## src/rtl/amt_recovery_ctrl_if.sv

```systemverilog
// AMT recovery handshake bundle: request/idle from the ActiveList side,
// walk, block, stall and done indications back from the controller.
interface amt_recovery_ctrl_if #(
  parameter int SIZE_RMT_LOG = 5
);
  logic                    recoverReq_i;
  logic                    commitIdle_i;
  logic                    recoverFlag_o;
  logic [SIZE_RMT_LOG-1:0] recoverCnt_o;
  logic [3:0]              rmtWe_o;
  logic                    commitBlock_o;
  logic                    renameStall_o;
  logic                    recoverDone_o;
  logic                    recoverOverlap_o;

  modport master (
    output recoverReq_i,
    output commitIdle_i,
    input  recoverFlag_o,
    input  recoverCnt_o,
    input  rmtWe_o,
    input  commitBlock_o,
    input  renameStall_o,
    input  recoverDone_o,
    input  recoverOverlap_o
  );

  modport slave (
    input  recoverReq_i,
    input  commitIdle_i,
    output recoverFlag_o,
    output recoverCnt_o,
    output rmtWe_o,
    output commitBlock_o,
    output renameStall_o,
    output recoverDone_o,
    output recoverOverlap_o
  );
endinterface

```

## src/rtl/amt_recovery_ctrl.sv

```systemverilog
// AMT recovery sequencer: drain commit, walk the AMT 4 entries per cycle
// into the RMT, then pulse done. Ports: clk, reset, rec (slave modport).
module amt_recovery_ctrl #(
  parameter int SIZE_RMT      = 32,
  parameter int SIZE_RMT_LOG  = 5,
  parameter int DRAIN_TIMEOUT = 15
) (
  input  logic               clk,
  input  logic               reset,
  amt_recovery_ctrl_if.slave rec
);

  typedef enum logic [1:0] {
    S_IDLE,
    S_DRAIN,
    S_WALK,
    S_DONE
  } state_e;

  localparam logic [SIZE_RMT_LOG-1:0] LAST =
    SIZE_RMT_LOG'(SIZE_RMT - 4);
  localparam logic [SIZE_RMT_LOG-1:0] STEP =
    SIZE_RMT_LOG'(4);
  localparam logic [3:0] DRAIN_TO =
    4'(DRAIN_TIMEOUT);

  state_e                  state_q, state_d;
  logic [SIZE_RMT_LOG-1:0] cnt_q, cnt_d;
  logic [3:0]              drain_q, drain_d;
  logic                    ovl_q, ovl_d;
  logic [3:0]              drain_inc;

  assign drain_inc = drain_q + 4'd1;

  always_ff @(posedge clk) begin
    if (reset) begin
      state_q <= S_IDLE;
      cnt_q   <= '0;
      drain_q <= '0;
      ovl_q   <= 1'b0;
    end else begin
      state_q <= state_d;
      cnt_q   <= cnt_d;
      drain_q <= drain_d;
      ovl_q   <= ovl_d;
    end
  end

  always_comb begin
    state_d = state_q;
    cnt_d   = cnt_q;
    drain_d = drain_q;
    ovl_d   = ovl_q;
    unique case (state_q)
      S_IDLE: begin
        if (rec.recoverReq_i) begin
          state_d = S_DRAIN;
          drain_d = '0;
          cnt_d   = '0;
        end
      end
      S_DRAIN: begin
        if (rec.commitIdle_i) begin
          state_d = S_WALK;
        end else begin
          drain_d = drain_inc;
          if (drain_inc == DRAIN_TO) state_d = S_WALK;
        end
      end
      S_WALK: begin
        // Explicit wrap: SIZE_RMT need not be a power of two.
        if (cnt_q == LAST) begin
          cnt_d   = '0;
          state_d = S_DONE;
        end else begin
          cnt_d = cnt_q + STEP;
        end
      end
      S_DONE:  state_d = S_IDLE;
      default: state_d = S_IDLE;
    endcase
    // A request while busy is dropped; only flag it.
    if (rec.recoverReq_i && (state_q != S_IDLE)) ovl_d = 1'b1;
  end

  logic       flag, block, stall, done;
  logic [3:0] we;

  always_comb begin
    flag  = 1'b0;
    we    = 4'b0000;
    block = 1'b0;
    stall = 1'b0;
    done  = 1'b0;
    unique case (state_q)
      S_IDLE: ;
      S_DRAIN: begin
        block = 1'b1;
        stall = 1'b1;
      end
      S_WALK: begin
        flag  = 1'b1;
        we    = 4'b1111;
        block = 1'b1;
        stall = 1'b1;
      end
      S_DONE: begin
        stall = 1'b1;
        done  = 1'b1;
      end
      default: ;
    endcase
  end

  assign rec.recoverFlag_o    = flag;
  assign rec.recoverCnt_o     = cnt_q;
  assign rec.rmtWe_o          = we;
  assign rec.commitBlock_o    = block;
  assign rec.renameStall_o    = stall;
  assign rec.recoverDone_o    = done;
  assign rec.recoverOverlap_o = ovl_q;

endmodule

```

## src/flat_wrapper.sv

```systemverilog
// flat-port wrapper written by rule: the top's interface ports become plain ports
module amt_recovery_ctrl_flat 
#(
  parameter int SIZE_RMT      = 32,
  parameter int SIZE_RMT_LOG  = 5,
  parameter int DRAIN_TIMEOUT = 15
)
  (clk, reset, rec_recoverReq_i, rec_commitIdle_i, rec_recoverFlag_o, rec_recoverCnt_o, rec_rmtWe_o, rec_commitBlock_o, rec_renameStall_o, rec_recoverDone_o, rec_recoverOverlap_o);
  amt_recovery_ctrl_if #(.SIZE_RMT_LOG(SIZE_RMT_LOG)) rec_i ();
  input  logic clk;
  input  logic reset;
  input wire logic [$bits(rec_i.recoverReq_i)-1:0] rec_recoverReq_i;
  input wire logic [$bits(rec_i.commitIdle_i)-1:0] rec_commitIdle_i;
  output wire logic [$bits(rec_i.recoverFlag_o)-1:0] rec_recoverFlag_o;
  output wire logic [$bits(rec_i.recoverCnt_o)-1:0] rec_recoverCnt_o;
  output wire logic [$bits(rec_i.rmtWe_o)-1:0] rec_rmtWe_o;
  output wire logic [$bits(rec_i.commitBlock_o)-1:0] rec_commitBlock_o;
  output wire logic [$bits(rec_i.renameStall_o)-1:0] rec_renameStall_o;
  output wire logic [$bits(rec_i.recoverDone_o)-1:0] rec_recoverDone_o;
  output wire logic [$bits(rec_i.recoverOverlap_o)-1:0] rec_recoverOverlap_o;
  assign rec_i.recoverReq_i = rec_recoverReq_i;
  assign rec_i.commitIdle_i = rec_commitIdle_i;
  assign rec_recoverFlag_o = rec_i.recoverFlag_o;
  assign rec_recoverCnt_o = rec_i.recoverCnt_o;
  assign rec_rmtWe_o = rec_i.rmtWe_o;
  assign rec_commitBlock_o = rec_i.commitBlock_o;
  assign rec_renameStall_o = rec_i.renameStall_o;
  assign rec_recoverDone_o = rec_i.recoverDone_o;
  assign rec_recoverOverlap_o = rec_i.recoverOverlap_o;
  amt_recovery_ctrl #(.SIZE_RMT(SIZE_RMT), .SIZE_RMT_LOG(SIZE_RMT_LOG), .DRAIN_TIMEOUT(DRAIN_TIMEOUT)) u_core (.clk(clk), .reset(reset), .rec(rec_i));
endmodule
```

## config.mk

```make
export PLATFORM = sky130hd
export DESIGN_NAME = amt_recovery_ctrl_flat
export DESIGN_NICKNAME = d
export VERILOG_FILES = /design/src/rtl/amt_recovery_ctrl_if.sv /design/src/rtl/amt_recovery_ctrl.sv /design/src/flat_wrapper.sv
export SDC_FILE = /design/constraint.sdc
export NUM_CORES = 1
export LEC_CHECK = 0
export ABC_AREA = 1
export CAP_MARGIN = 10
export CORE_MARGIN = 2
export CORE_UTILIZATION = 50
export CTS_BUF_LIST = sky130_fd_sc_hd__clkbuf_8 sky130_fd_sc_hd__clkbuf_16
export DETAILED_ROUTE_END_ITERATION = 6
export DONT_BUFFER_PORTS = 1
export PLACE_DENSITY_LB_ADDON = 0.25
export SKIP_LAST_GASP = 1
export SYNTH_ARGS = -nofsm -noshare
export SYNTH_HDL_FRONTEND = slang
export SYNTH_SLANG_ARGS = --single-unit
```

## constraint.sdc

```tcl
create_clock -name clk -period 1.5 [get_ports clk]
set_input_delay 0.15 -clock clk [delete_from_list [all_inputs] [get_ports clk]]
set_output_delay 0.15 -clock clk [all_outputs]
set_load 0.05 [all_outputs]
```

Yosys cells after proc, flatten, opt, wreduce, memory -nomap -nowiden

Index checks and enable logic that the tools add are counted.
W data, S select, Z words.

Bits in registers: 12
Bits in latches: 0
RAM bits: 0
Bits in read-only memories: 0
Bits of input ports: 4
Output and inout bits: 14
Logic and storage cells: 41
Memories kept: 0

Add/sub/neg operators: 2
Multipliers: 0
Div/mod/pow operators: 0
Magnitude comparators: 0
Equal/unequal tests: 9
Shift-type cells: 0
Multiplexer cells: 16
Bitwise operators: 0
Reduce and logical (&&, ||, !) cells: 10

Operator list:

| kind                  | count |
|---|---|
| $mux W4               | 3 |
| $mux W5               | 2 |
| $pmux W5 S2           | 1 |
| $mux W2               | 4 |
| $pmux W2 S4           | 1 |
| $pmux W4 S2           | 1 |
| $reduce_and A3 Y1     | 2 |
| $reduce_bool A2 Y1    | 3 |
| $add A5 B3 Y5 const B | 1 |
| $eq A5 B5 Y1 const B  | 1 |
| $add A4 B1 Y4 const B | 1 |
| $eq A2 B2 Y1 const B  | 2 |
| $eq A4 B4 Y1 const B  | 1 |
| $mux W1               | 4 |
| $ne A2 B2 Y1 const B  | 2 |
| $ne A3 B2 Y1 const B  | 1 |
| $reduce_or A3 Y1      | 1 |
| $eq A2 B1 Y1 const B  | 1 |
| $logic_not A2 Y1      | 1 |
| $ne A2 B1 Y1 const B  | 1 |
| $reduce_and A2 Y1     | 1 |
| $reduce_or A2 Y1      | 1 |
| $logic_and A1 B1 Y1   | 1 |

Logic depth before layout (Yosys ltp)

Gate-level depths: netlist of run 1.

Word-level depth: 5
Mapped depth: 10
Depth with buffers taken out: 10

Least setup slack after synthesis of run 1

No wires, ideal clock.

Path kind: register -> register
Start: register u_core.state_q[0]
End: register u_core.state_q[0]
Setup time: 115 ps
Data arrival time: 1470 ps
Path slack: -85 ps
Cell stages (with the launch flop): 8
Buffers on the path: 0
Path through: dfxtp_1 > inv_1 > ha_1 > nand2_1 > nand2_1 > inv_2 > a21oi_1 > nor2_1

Cells in the longest elaborated chain, start to end: 3
Elaborated cells on any way between the ends: 9
Classes of those cells: eq/ne (6); mux (1); reduce/logical (2)

RTL lines:

| what                                                 | line                    | text |
|---|---|---|
| from (decl)                                          | amt_recovery_ctrl.sv:27 | `state_e state_q, state_d;` |
| from (signal assigned)                               | amt_recovery_ctrl.sv:42 | `state_q <= state_d;` |
| $eq A2 B1 Y1, or another cell as far along           | amt_recovery_ctrl.sv:54 | `unique case (state_q)` |
| $ne A3 B2 Y1 (no line), or another cell as far along | n/a                     |  |
| $reduce_and A3 Y1 (no line)                          | n/a                     |  |

Several ways; a longest one is shown, not always the timed one.
A chain may end at the register's enable or synchronous reset.

Worst setup path in the final report of run 1

Start: register u_core.state_q[0]
End: output port rec_recoverFlag_o

Cells in the longest elaborated chain, start to end: 2

RTL lines:

| what         | line                    | text |
|---|---|---|
| $eq A2 B2 Y1 | amt_recovery_ctrl.sv:95 | `unique case (state_q)` |
| $mux W1      | amt_recovery_ctrl.sv:95 |  |
| to (decl)    | flat_wrapper.sv:14      | `output wire logic [$bits(rec_i.recoverFlag_o)-1:0] rec_recoverFlag_o;` |

Every way passes these cells.

==> results of run 1 <==
[cells in the mapped netlist]
| cell type | number |
|---|---|
| nand4_1 | 1 |
| inv_2 | 3 |
| conb_1 | 1 |
| ha_1 | 9 |
| nor2_1 | 11 |
| buf_4 | 6 |
| a21oi_1 | 7 |
| nand2_1 | 15 |
| buf_1 | 1 |
| nand3_1 | 6 |
| a211oi_1 | 1 |
| dfxtp_1 | 10 |
| o21ai_2 | 1 |
| nor3_1 | 1 |
| or2_1 | 1 |
| a21oi_2 | 2 |
| o21ai_0 | 3 |
| nor2_8 | 1 |
| inv_1 | 13 |
[cell families (layout without fill, tap and decap cells)]
family	after synthesis	after routing
AO/OA/AOI/OAI	14	14
AND/OR/NAND/NOR	36	36
buffers and inverters	23	27
other	1	2
adder cells (fa/ha/maj)	9	9
flip-flops	10	10
[where the power goes]
group	total, mW	internal, mW	switching, mW
Combinational	0.991	0.294	0.697
Sequential	0.415	0.326	0.0884
Clock	0.334	0.231	0.104
Total	1.74	0.851	0.890
[metrics by stage]
step	cells	util (%)	hold slack, ps	total power [mW]
after floorplan	94	-	294.7	1.240
after global placement	108	55.31	214.2	1.355
after detailed placement	108	55.31	215.4	1.364
after CTS	113	60.37	58.56	1.715
after global routing	113	61.44	77.34	1.864
final	113	61.44	63.85	1.740
[critical path, delay by kind of cell (launching register included)]
family | cells | cell delay (ps)
buf+inv | 2 | 400
fa+ha+maj | 1 | 280
flops | 1 | 330
[path summary, 6_finish.rpt]
| path | slack, ps | end | cells after the start |
|---|---|---|---|
| max | 100 | rec_recoverFlag_o | 3 |
| min | 60 | u_core.rec.recoverOverlap_o | 2 |
| max reg2reg | 130 | u_core.drain_q[1] | 8 |
| min reg2reg | 510 | u_core.rec.recoverCnt_o[3] | 2 |
[final cells by class]
| cell class | instances | area share [%] |
|---|---|---|
| Multi-Input combinational cell | 61 | 48.34 |
| Tap cell | 15 | 2.377 |
| Sequential cell | 10 | 25.67 |
| Inverter | 16 | 7.607 |
| Timing Repair Buffer | 7 | 9.033 |
| Clock buffer | 4 | 6.973 |
[flip-flops by register name (all words and copies together) (netlist names)]
name / cells
u_core.drain_q: 4
u_core.state_q: 2
u_core.rec.recoverOverlap_o: 1
u_core.rec.recoverCnt_o: 3
[timing repair]
item | in CTS | in global routing
setup endpoints to repair | 0 | 5
resized for setup | 0 | 3
endpoints found under the hold margin | 7 | 0
hold buffers | 1 | 0
[layer usage]
metal	global-route usage, %	vias to the layer above	routed length [µm]
met1	18.63	222	558
met2	30.56	13	574
met4	5.000	0	0
li1	-	290	-
met5	0	-	0
met3	7.065	0	57
==> results_dict.tcl, run 1 <==
set metrics [dict create \
    regArea_um2 202.7 \
    critPathKind "reg2out" \
    final_area_um2 789.5 \
    netlist_instances 93 \
    drc 0 \
    drt-total-wl_um 1189 \
    core_area_um2 1285 \
    gr-usage-all-layers_pct 17.27 \
    grt_max_degree 8 \
    cts_sinks 10 \
    multi_input_area_um2 381.6 \
    yosysUniqueCellTypes 19 \
    fill_cells 132 \
    fin_worst_skew_ps 1.782 \
    status "finished, final reports clean" \
    dieWidth_um 40.73 \
    hold_start "rec_recoverReq_i" \
    maxClockFrequency_mhz 713.8 \
    yosysTopAreaCellShare_pct 29.68 \
    worst_pin_slew_ps 507.8 \
    synth.largest_area_cell "dfxtp_1" \
    synth_compound_area_share_pct 12.43 \
    cts_tree "built" \
    synth_mux_area_share_pct 0 \
    cp.arrival_ps 1250 \
    yosys_warnings 0 \
    min_period_over_period_pct 93.40 \
    avgSynthCellArea_um2 7.252 \
    cts_inserted_buffers 3 \
    dr.pass1.iters 2 \
    critPathMaxFanout 6 \
    grt_overflow 0 \
    syn_area_um2 674.4 \
    antenna_left 0 \
    synth-seq-area-share_pct 29.68 \
    p_per_area_nw_per_um2 2204 \
    mostFrequentLayoutCell "nand2_1" \
    synth_xor_area_share_pct 0 \
    place_area_um2 710.7 \
    grt_setup_unrepaired "no" \
    vias_per_cell 4.646 \
    cap_violations 0 \
    hold_viol_final 0 \
    fin_tns_setup_ps 0 \
    gp_congestion 0.7632 \
    p_leak_nw 0.3791 \
    grt_pass1_vias 476 \
    reg2reg_from "u_core.state_q[1]" \
    row_count 13 \
    die-height_um 40.73 \
    ys_top_cells_by_area "dfxtp_1, ha_1, nand2_1" \
    dp_worst_setup_slack_ps 75.91 \
    fin_ws_ps 99.02 \
    diodes 0 \
    first_iter_violations 8 \
    cts_setup_buffers 0 \
    drv_slew 0 \
    wl_per_cell_um 10.52 \
    antenna_found_initial 0 \
    cp-startpoint "u_core.state_q[0]" \
    via_count 525 \
    setup_violations 0 \
    root_buffer "clkbuf_8" \
    slew_headroom_pct 66.23 \
    start_kind "flop" \
    io_pins 18 \
    grt_pass1_wl_um 1821 \
    fp.dieArea_um2 1659 \
    cp-end-kind "primary output" \
    path_clk_slew_ps 50 \
    drive_above_1_share_pct 21.43 \
    port_buffers 0 \
    cp.required_ps 1350 \
    cts_max_level 1 \
    initial_utilization_pct 52.48 \
    final_cell_mix "nand2_1, inv_1, nor2_1" \
    crit_chain "inv_1 -> ha_2 -> buf_12" \
    min_path_type "in2reg" \
    vdd_drop_max_uv 1013 \
    synth_top_family_by_area "simple AND/OR/NAND/NOR gates" \
    fin_crit_ps 1401 \
    ys_seq_elements 10 \
    yosys.area_share.simple_pct 24.49 \
    synth_fa_ha_area_share_pct 16.70 \
    worstSkewPairLatency_ps 230 \
    crit_slowest_cell "dfxtp_1" \
    final_net_count 112 \
    areaGrowthSynthToFinish_pct 17.07 \
    hpwl_um 916.4 \
    cts.path.max_buffers 2 \
    critPathMaxStageDelay_ps 330 \
]
No activity file was read; power rests on OpenSTA's default activity.
==> run 2: changes to the inputs <==
--- a/config.mk
+++ b/config.mk
@@ -12,6 +12,7 @@
 export CTS_BUF_LIST = sky130_fd_sc_hd__clkbuf_8 sky130_fd_sc_hd__clkbuf_16
 export DETAILED_ROUTE_END_ITERATION = 6
 export DONT_BUFFER_PORTS = 1
+export HOLD_SLACK_MARGIN = 0.05
 export PLACE_DENSITY_LB_ADDON = 0.25
 export SKIP_LAST_GASP = 1
 export SYNTH_ARGS = -nofsm -noshare
==> results of run 2 <==
No change in the layout: final DEF, timing and power equal those of run 1.
